`src/rtl/hazard_ctrl_pkg.sv`:
```
// hazard_ctrl_pkg
// Shared constants and types for the D-stage hazard controller.
//   - Default scoreboard depth, register-address width and Tuse/Tnew width.
//   - Tuse/Tnew encodings per instruction class, used by the decoder when it
//     builds the hints that hazard_ctrl consumes.
//   - Default HI/LO busy lengths for mult/multu and div/divu.
//   - Per-source classification produced by the forwarding priority encoder.
package hazard_ctrl_pkg;

  // Default geometry
  localparam int unsigned DEF_STAGES   = 3;
  localparam int unsigned DEF_AW       = 5;
  localparam int unsigned DEF_TW       = 2;

  // Default HI/LO busy lengths after a multiply/divide issues
  localparam int unsigned DEF_MULT_CYC = 5;
  localparam int unsigned DEF_DIV_CYC  = 10;

  // Tuse: cycles from D until the operand is actually consumed.
  // All-ones means the operand is not read at all.
  localparam logic [DEF_TW-1:0] TUSE_D    = 2'd0;  // branches, jr
  localparam logic [DEF_TW-1:0] TUSE_E    = 2'd1;  // ALU ops, address calc
  localparam logic [DEF_TW-1:0] TUSE_M    = 2'd2;  // store data
  localparam logic [DEF_TW-1:0] TUSE_NONE = 2'd3;

  // Tnew: cycles after entering E until the result exists.
  localparam logic [DEF_TW-1:0] TNEW_NOW  = 2'd0;  // lui, jal link value
  localparam logic [DEF_TW-1:0] TNEW_ALU  = 2'd1;  // ALU result at end of E
  localparam logic [DEF_TW-1:0] TNEW_LOAD = 2'd2;  // load data at end of M

  // How a single source operand resolves against the scoreboard.
  //   SRC_IGNORE : operand not read, register 0, or D holds a bubble
  //   SRC_RF     : no usable match, or the value will arrive in time via
  //                downstream forwarding; D reads the register file
  //   SRC_FWD    : youngest match already has its result; forward from it
  //   SRC_STALL  : youngest match produces too late; D must stall
  typedef enum logic [1:0] {
    SRC_IGNORE = 2'd0,
    SRC_RF     = 2'd1,
    SRC_FWD    = 2'd2,
    SRC_STALL  = 2'd3
  } src_class_e;

endpackage : hazard_ctrl_pkg

```
`src/rtl/hazard_slot.sv`:
```
// hazard_slot
// One scoreboard entry: the destination register and remaining Tnew of the
// instruction currently sitting in one downstream stage.
// Ports:
//   clk, reset_n         clock and asynchronous active-low reset
//   in_dst, in_tnew      entry arriving from the previous stage (or from D)
//   rs, rt               D-stage source addresses to compare against
//   dst, tnew            current contents of this entry
//   rs_match, rt_match   this entry writes the register D wants to read
// DECREMENT selects whether the incoming Tnew is aged by one cycle on the way
// in. The first slot takes D's Tnew untouched; every later slot ages it.
module hazard_slot
  import hazard_ctrl_pkg::*;
#(
  parameter int unsigned AW        = DEF_AW,
  parameter int unsigned TW        = DEF_TW,
  parameter bit          DECREMENT = 1'b1
) (
  input  logic          clk,
  input  logic          reset_n,
  input  logic [AW-1:0] in_dst,
  input  logic [TW-1:0] in_tnew,
  input  logic [AW-1:0] rs,
  input  logic [AW-1:0] rt,
  output logic [AW-1:0] dst,
  output logic [TW-1:0] tnew,
  output logic          rs_match,
  output logic          rt_match
);

  logic [TW-1:0] next_tnew;

  // Saturating age: a result that already exists stays at zero rather than
  // wrapping to all-ones and looking like a brand-new long-latency producer.
  always_comb begin
    next_tnew = in_tnew;
    if (DECREMENT && (in_tnew != '0)) begin
      next_tnew = in_tnew - TW'(1);
    end
  end

  always_ff @(posedge clk or negedge reset_n) begin
    if (!reset_n) begin
      dst  <= '0;
      tnew <= '0;
    end else begin
      dst  <= in_dst;
      tnew <= next_tnew;
    end
  end

  // $0 is hard-wired, so an entry writing it never produces a hazard.
  assign rs_match = (dst != '0) && (dst == rs);
  assign rt_match = (dst != '0) && (dst == rt);

endmodule : hazard_slot

```
`src/rtl/hazard_ctrl.sv`:
```
// hazard_ctrl
// Stall / forward controller beside the D-stage decoder. Tracks in-flight
// destinations in a scoreboard (slot 1 = E, 2 = M, 3 = W), resolves each
// source against the youngest matching slot, and owns the HI/LO busy counter
// for multi-cycle mult/div.
// Ports:
//   clk, reset_n              clock and asynchronous active-low reset
//   d_valid                   D holds a real instruction (0 = bubble)
//   d_rs, d_rt                source register addresses
//   d_rs_tuse, d_rt_tuse      cycles until each operand is consumed
//                             (all-ones = operand not read)
//   d_dst, d_tnew             destination register (0 = none) and latency
//   d_md_start, d_md_is_div   instruction starts a multiply / a divide
//   d_hilo_use                instruction touches HI/LO
//   stall                     freeze PC and F/D, bubble into E
//   fwd_rs_sel, fwd_rt_sel    0 = register file, k = forward from slot k
//   md_busy                   HI/LO counter non-zero
// All outputs are combinational from inputs and current state.
module hazard_ctrl
  import hazard_ctrl_pkg::*;
#(
  parameter int unsigned STAGES   = DEF_STAGES,
  parameter int unsigned AW       = DEF_AW,
  parameter int unsigned TW       = DEF_TW,
  parameter int unsigned MULT_CYC = DEF_MULT_CYC,
  parameter int unsigned DIV_CYC  = DEF_DIV_CYC,
  localparam int unsigned SW      = $clog2(STAGES + 1)
) (
  input  logic          clk,
  input  logic          reset_n,
  input  logic          d_valid,
  input  logic [AW-1:0] d_rs,
  input  logic [AW-1:0] d_rt,
  input  logic [TW-1:0] d_rs_tuse,
  input  logic [TW-1:0] d_rt_tuse,
  input  logic [AW-1:0] d_dst,
  input  logic [TW-1:0] d_tnew,
  input  logic          d_md_start,
  input  logic          d_md_is_div,
  input  logic          d_hilo_use,
  output logic          stall,
  output logic [SW-1:0] fwd_rs_sel,
  output logic [SW-1:0] fwd_rt_sel,
  output logic          md_busy
);

  localparam int unsigned   MD_MAX  = (MULT_CYC > DIV_CYC) ? MULT_CYC : DIV_CYC;
  localparam int unsigned   CW      = $clog2(MD_MAX + 1);
  localparam logic [TW-1:0] NO_TUSE = {TW{1'b1}};

  // Scoreboard contents and per-slot match flags
  logic [AW-1:0] slot_dst  [1:STAGES];
  logic [TW-1:0] slot_tnew [1:STAGES];
  logic          rs_match  [1:STAGES];
  logic          rt_match  [1:STAGES];

  // What D pushes into slot 1 this cycle
  logic          issue;
  logic [AW-1:0] ins_dst;
  logic [TW-1:0] ins_tnew;

  // Source resolution
  logic          rs_active;
  logic          rt_active;
  logic [SW-1:0] rs_slot;
  logic [SW-1:0] rt_slot;
  logic [TW-1:0] rs_tnew;
  logic [TW-1:0] rt_tnew;
  src_class_e    rs_class;
  src_class_e    rt_class;
  logic          hilo_hazard;

  // HI/LO busy counter
  logic [CW-1:0] md_cnt;

  // A stalled D instruction must not enter E; it leaves a bubble behind it,
  // which also stops a stalled mult/div from loading the counter early.
  assign issue    = d_valid && !stall;
  assign ins_dst  = issue ? d_dst  : '0;
  assign ins_tnew = issue ? d_tnew : '0;

  // Slot 1 is fed from D; every later slot is fed from its predecessor and
  // ages Tnew by one. The last slot's contents simply fall off.
  for (genvar k = 1; k <= STAGES; k++) begin : g_slot
    if (k == 1) begin : g_head
      hazard_slot #(
        .AW        (AW),
        .TW        (TW),
        .DECREMENT (1'b0)
      ) u_slot (
        .clk      (clk),
        .reset_n  (reset_n),
        .in_dst   (ins_dst),
        .in_tnew  (ins_tnew),
        .rs       (d_rs),
        .rt       (d_rt),
        .dst      (slot_dst[k]),
        .tnew     (slot_tnew[k]),
        .rs_match (rs_match[k]),
        .rt_match (rt_match[k])
      );
    end else begin : g_tail
      hazard_slot #(
        .AW        (AW),
        .TW        (TW),
        .DECREMENT (1'b1)
      ) u_slot (
        .clk      (clk),
        .reset_n  (reset_n),
        .in_dst   (slot_dst[k-1]),
        .in_tnew  (slot_tnew[k-1]),
        .rs       (d_rs),
        .rt       (d_rt),
        .dst      (slot_dst[k]),
        .tnew     (slot_tnew[k]),
        .rs_match (rs_match[k]),
        .rt_match (rt_match[k])
      );
    end
  end

  // Decide what to do with a source once its youngest matching slot is known.
  // A producer whose result lands no later than the operand is consumed needs
  // neither a stall nor a D-stage forward: later-stage muxes pick it up.
  function automatic src_class_e classify(input logic          hit,
                                          input logic [TW-1:0] tnew,
                                          input logic [TW-1:0] tuse);
    if (!hit) begin
      return SRC_RF;
    end
    if (tnew > tuse) begin
      return SRC_STALL;
    end
    if (tnew == '0) begin
      return SRC_FWD;
    end
    return SRC_RF;
  endfunction

  assign rs_active = d_valid && (d_rs != '0) && (d_rs_tuse != NO_TUSE);
  assign rt_active = d_valid && (d_rt != '0) && (d_rt_tuse != NO_TUSE);

  // Priority encoders: scanning from the oldest slot to the youngest means
  // the last hit written is the smallest k, i.e. the most recent producer.
  always_comb begin
    rs_slot = '0;
    rs_tnew = '0;
    rt_slot = '0;
    rt_tnew = '0;
    for (int k = STAGES; k >= 1; k--) begin
      if (rs_match[k]) begin
        rs_slot = SW'(k);
        rs_tnew = slot_tnew[k];
      end
      if (rt_match[k]) begin
        rt_slot = SW'(k);
        rt_tnew = slot_tnew[k];
      end
    end
  end

  assign rs_class = rs_active ? classify(rs_slot != '0, rs_tnew, d_rs_tuse) : SRC_IGNORE;
  assign rt_class = rt_active ? classify(rt_slot != '0, rt_tnew, d_rt_tuse) : SRC_IGNORE;

  assign fwd_rs_sel = (rs_class == SRC_FWD) ? rs_slot : '0;
  assign fwd_rt_sel = (rt_class == SRC_FWD) ? rt_slot : '0;

  assign hilo_hazard = d_valid && d_hilo_use && md_busy;

  assign stall = (rs_class == SRC_STALL) || (rt_class == SRC_STALL) || hilo_hazard;

  // HI/LO busy counter. A new mult/div can only load while idle, because any
  // HI/LO access with the counter running is itself stalled.
  always_ff @(posedge clk or negedge reset_n) begin
    if (!reset_n) begin
      md_cnt <= '0;
    end else if (issue && d_md_start) begin
      md_cnt <= d_md_is_div ? CW'(DIV_CYC) : CW'(MULT_CYC);
    end else if (md_cnt != '0) begin
      md_cnt <= md_cnt - CW'(1);
    end
  end

  assign md_busy = (md_cnt != '0);

endmodule : hazard_ctrl

```
`config.mk`:
```
export PLATFORM = sky130hd
export DESIGN_NAME = hazard_ctrl
export DESIGN_NICKNAME = d
export VERILOG_FILES = /design/src/rtl/hazard_ctrl_pkg.sv /design/src/rtl/hazard_slot.sv /design/src/rtl/hazard_ctrl.sv
export SDC_FILE = /design/constraint.sdc
export NUM_CORES = 1
export LEC_CHECK = 0
export ABC_AREA = 1
export CORE_MARGIN = 8
export CORE_UTILIZATION = 45
export DETAILED_ROUTE_END_ITERATION = 10
export DONT_BUFFER_PORTS = 1
export PLACE_DENSITY = 0.66
export SLEW_MARGIN = 15
export SYNTH_ARGS = -nofsm -noshare
export SYNTH_HDL_FRONTEND = slang
export SYNTH_SLANG_ARGS = --single-unit
```
`constraint.sdc`:
```
create_clock -name clk -period 2.4 [get_ports clk]
set_clock_uncertainty 0.15 [all_clocks]
set_input_delay 0.36 -clock clk [delete_from_list [all_inputs] [get_ports clk]]
set_output_delay 0.36 -clock clk [all_outputs]
set_load 0.01 [all_outputs]
```
==> flow_summary.toml <==
[grt]
grt_pass1_vias = 1561
grt_first_pass_wirelength_um = 6870
grt_max_degree = 26
grt.total_usage_pct = 13.7
antenna_found_initial = 0
grt_overflow_total = 0

[layout]
area_growth_pct = 32.2
final_layout_size_suffix_gt1_share_pct = 33.5
fin_cells = 326
fillers = 334
fin_nets = 312
diodes = 0
design_area_mm2 = 0.00231

[synth]
synthXorXnorAreaFrac_pct = 12.5
netlist_top_cells_area = "dfrtp_1 (36%), nand2_1 (12%), inv_1 (9.7%)"
muxShareOfSynthArea_pct = 0
synth_top_family_by_area = "simple AND/OR/NAND/NOR gates"
yosys.area.top_type = "dfrtp_1"
avgSynthCellArea_um2 = 7.18
yosys.area_share.simple_pct = 31.4
syn-num-nets = 276
ys_seq_area_share_pct = 35.8
ys_seq_elements = 25
yosys_warnings = 0
synth-adder-area-share_pct = 4.30
synth_compound_area_share_pct = 5.59
synth_cell_types = 23
syn_inst = 243
netlist.area_leader.share_pct = 35.8
syn_area_mm2 = 0.00175

[power_and_ir_drop]
ir_worst_vdd_v = 0.000398
netSwitchingPower_uw = 444
p_sw_share_pct = 35.3
power_frac_clock_pct = 19.9
pwr-share-seq_pct = 42.4
pwr-share-comb_pct = 37.7
p_leak_nw = 1.19
power_density_mw_per_mm2 = 545
p_int_uw = 815

[timing]
hold_violations = 0
setup_violations = 16
min_period_ns = 3.01
rsz0062_at_grt = "true"
timing.fmax_mhz = 332
slew_violations = 0
relSlewSlack_pct = 64.5
worst_slack_ns = -0.611
tightest_slew_ns = 0.532
period_share_pct = 125
hold_ws_ns = 0.0365

[drt]
avgRoutedWirePerCell_um = 12.5
vias = 1572
first_pass_iters = 5
avgViaCountPerCell = 4.82
drt_wl_total_um = 4090
drc = 0
drt_iter0_drc = 79
final_antenna_net_count = 0

[floorplanning]
die_y_um = 78.3
ioPinCount = 33
die-area_mm2 = 0.00613
fp-row-count = 22
die_x_um = 78.3
start_util_pct = 47.3
design.core.area_mm2 = 0.00369

[setup_path]
path_common_cell = "nand3b_1"
crit_fanout = 4
worst_setup_path_start_kind = "register"
required_ns = 1.89
path_buf_inv = 4
path_class = "register to output port"
critPathTopFamily = "simple AND/OR/NAND/NOR gates"
cp.arrival_ns = 2.50
worst_setup_path_end_kind = "output port"
cp_slowest_stage_delay_ns = 0.44
cp_cell_sequence = "nor2_1, nand3b_1, nand2_1, inv_1, nand3_2, inv_2, nor2_4, nand2_1, o211ai_1, o21ai_1, inv_1, ha_4, inv_2, nor2_2, o21ai_2, nand3b_1, nand3b_1, nor2_2"
critPathSlowestCell = "dfrtp_1"

[clock_network]
h-tree-depth = 1
clock-sinks = 25
path_clk_slew_ns = 0.09
cts_tree = "done"
clk_latency_ns = 0.27
cts-buffers-inserted = 3
clockRootBuffer = "clkbuf_8"
cts_max_path_buffers = 2

[place]
io_buffers = 0
place_area_mm2 = 0.00198
placed_cells = 309
gp_congestion = 0.845
hpwl_um = 3190

[flow_run]
drv_cap = 0

[outcome]
violations = "setup timing"
outcome = "complete, but fails checks"

[hold_path]
hp-class = "primary input to register"
cell type report:
cell class | instances | area (µm²) | share of cell area (%)
tap | 48 | 60.1 | 2.60
multi-input combinational | 170 | 1140 | 49.5
sequential | 25 | 626 | 27.1
clock buffer | 3 | 41.3 | 1.79
clock inverter | 1 | 7.51 | 0.325
inverter | 48 | 180 | 7.81
timing repair buffer | 31 | 251 | 10.9
synthesized netlist by cell type (all sizes together):
cell type	n
nand2	60
inv	48
nor2	41
dfrtp	25
nand3	14
xor2	13
xnor2	12
o21ai	7
ha	6
o211ai	4
a21oi	3
nand3b	3
nand4	3
nor3	2
a22oi	1
a31oi	1
kinds of logic after synthesis:
family	after synthesis
adder cells (fa/ha/maj)	6
AND/OR/NAND/NOR	123
buffers and inverters	48
flip-flops	25
AO/OA/AOI/OAI	16
XOR/XNOR	25
timing repair:
item | in CTS | in global routing
hold buffers | 1 | 1
setup buffers | 8 | 3
endpoints found under the setup margin | 16 | 16
hold endpoints to repair | 25 | 25
gates resized for setup | 11 | 39
gates cloned | 0 | 0
pin swaps | 12 | 22
metal layers:
metal	vias to the layer above	GRT usage, %	routed length, µm
met5	-	0	0
met2	24	23.4	2110
met4	0	4.81	48
li1	808	-	-
met3	5	2.39	133
met1	735	17.0	1790
path summary, 6_finish.rpt:
path                                                           from                                  endpoint  cells past startpoint  slack [ns]
setup / recovery           g_slot[2].g_tail.u_slot.dst[3]$_DFF_PN0_                             fwd_rt_sel[1]                     18       -0.61
hold / removal                                             d_dst[4]  g_slot[1].g_head.u_slot.dst[4]$_DFF_PN0_                      2        0.04
setup reg to reg           g_slot[3].g_tail.u_slot.dst[2]$_DFF_PN0_  g_slot[1].g_head.u_slot.dst[4]$_DFF_PN0_                     19       -0.34
hold reg to reg            g_slot[1].g_head.u_slot.dst[4]$_DFF_PN0_  g_slot[2].g_tail.u_slot.dst[4]$_DFF_PN0_                      0        0.30
max in group asynchronous                                   reset_n  g_slot[3].g_tail.u_slot.dst[1]$_DFF_PN0_                      2        1.29
min in group asynchronous                                   reset_n  g_slot[1].g_head.u_slot.dst[3]$_DFF_PN0_                      2        0.45
registers in the layout (all words and copies together) (netlist names):
register	count
g_slot.g_head.u_slot.tnew	2
g_slot.g_head.u_slot.dst	5
g_slot.g_tail.u_slot.tnew	4
md_cnt	4
g_slot.g_tail.u_slot.dst	10
cell usage in the layout (no fill, tap or decap), drive strengths merged, types with 3 or more instances in the layout:
cell type	Yosys	routed
a21oi	3	3
buf	0	30
clkbuf	0	3
dfrtp	25	25
ha	6	6
inv	48	48
nand2	60	60
nand3	14	14
nand3b	3	3
nand4	3	3
nor2	41	41
o211ai	4	4
o21ai	7	7
xnor2	12	12
xor2	13	13
metrics by stage:
stage / util [%] / power, mW / TNS (ns) / worst slack, ns
final: 62.6 / 1.26 / -6.25 / -0.611
after detailed placement: 53.8 / 0.908 / -4.69 / -0.359
after global placement: 53.8 / 0.900 / -3.64 / -0.279
after CTS: 58.3 / 1.20 / -6.35 / -0.662
after global routing: 62.6 / 1.35 / -8.87 / -0.793
after floorplan: - / 0.819 / -0.741 / -0.177
power by group through the flow:
stage	registers (mW)	logic [mW]	clock network [mW]
6_report	0.533	0.475	0.250
5_1_grt	0.542	0.537	0.275
4_1_cts	0.532	0.410	0.256
3_5_place_dp	0.540	0.368	0
3_3_place_gp	0.541	0.359	0
2_1_floorplan	0.529	0.290	0
No activity file was read; power rests on OpenSTA's default activity.
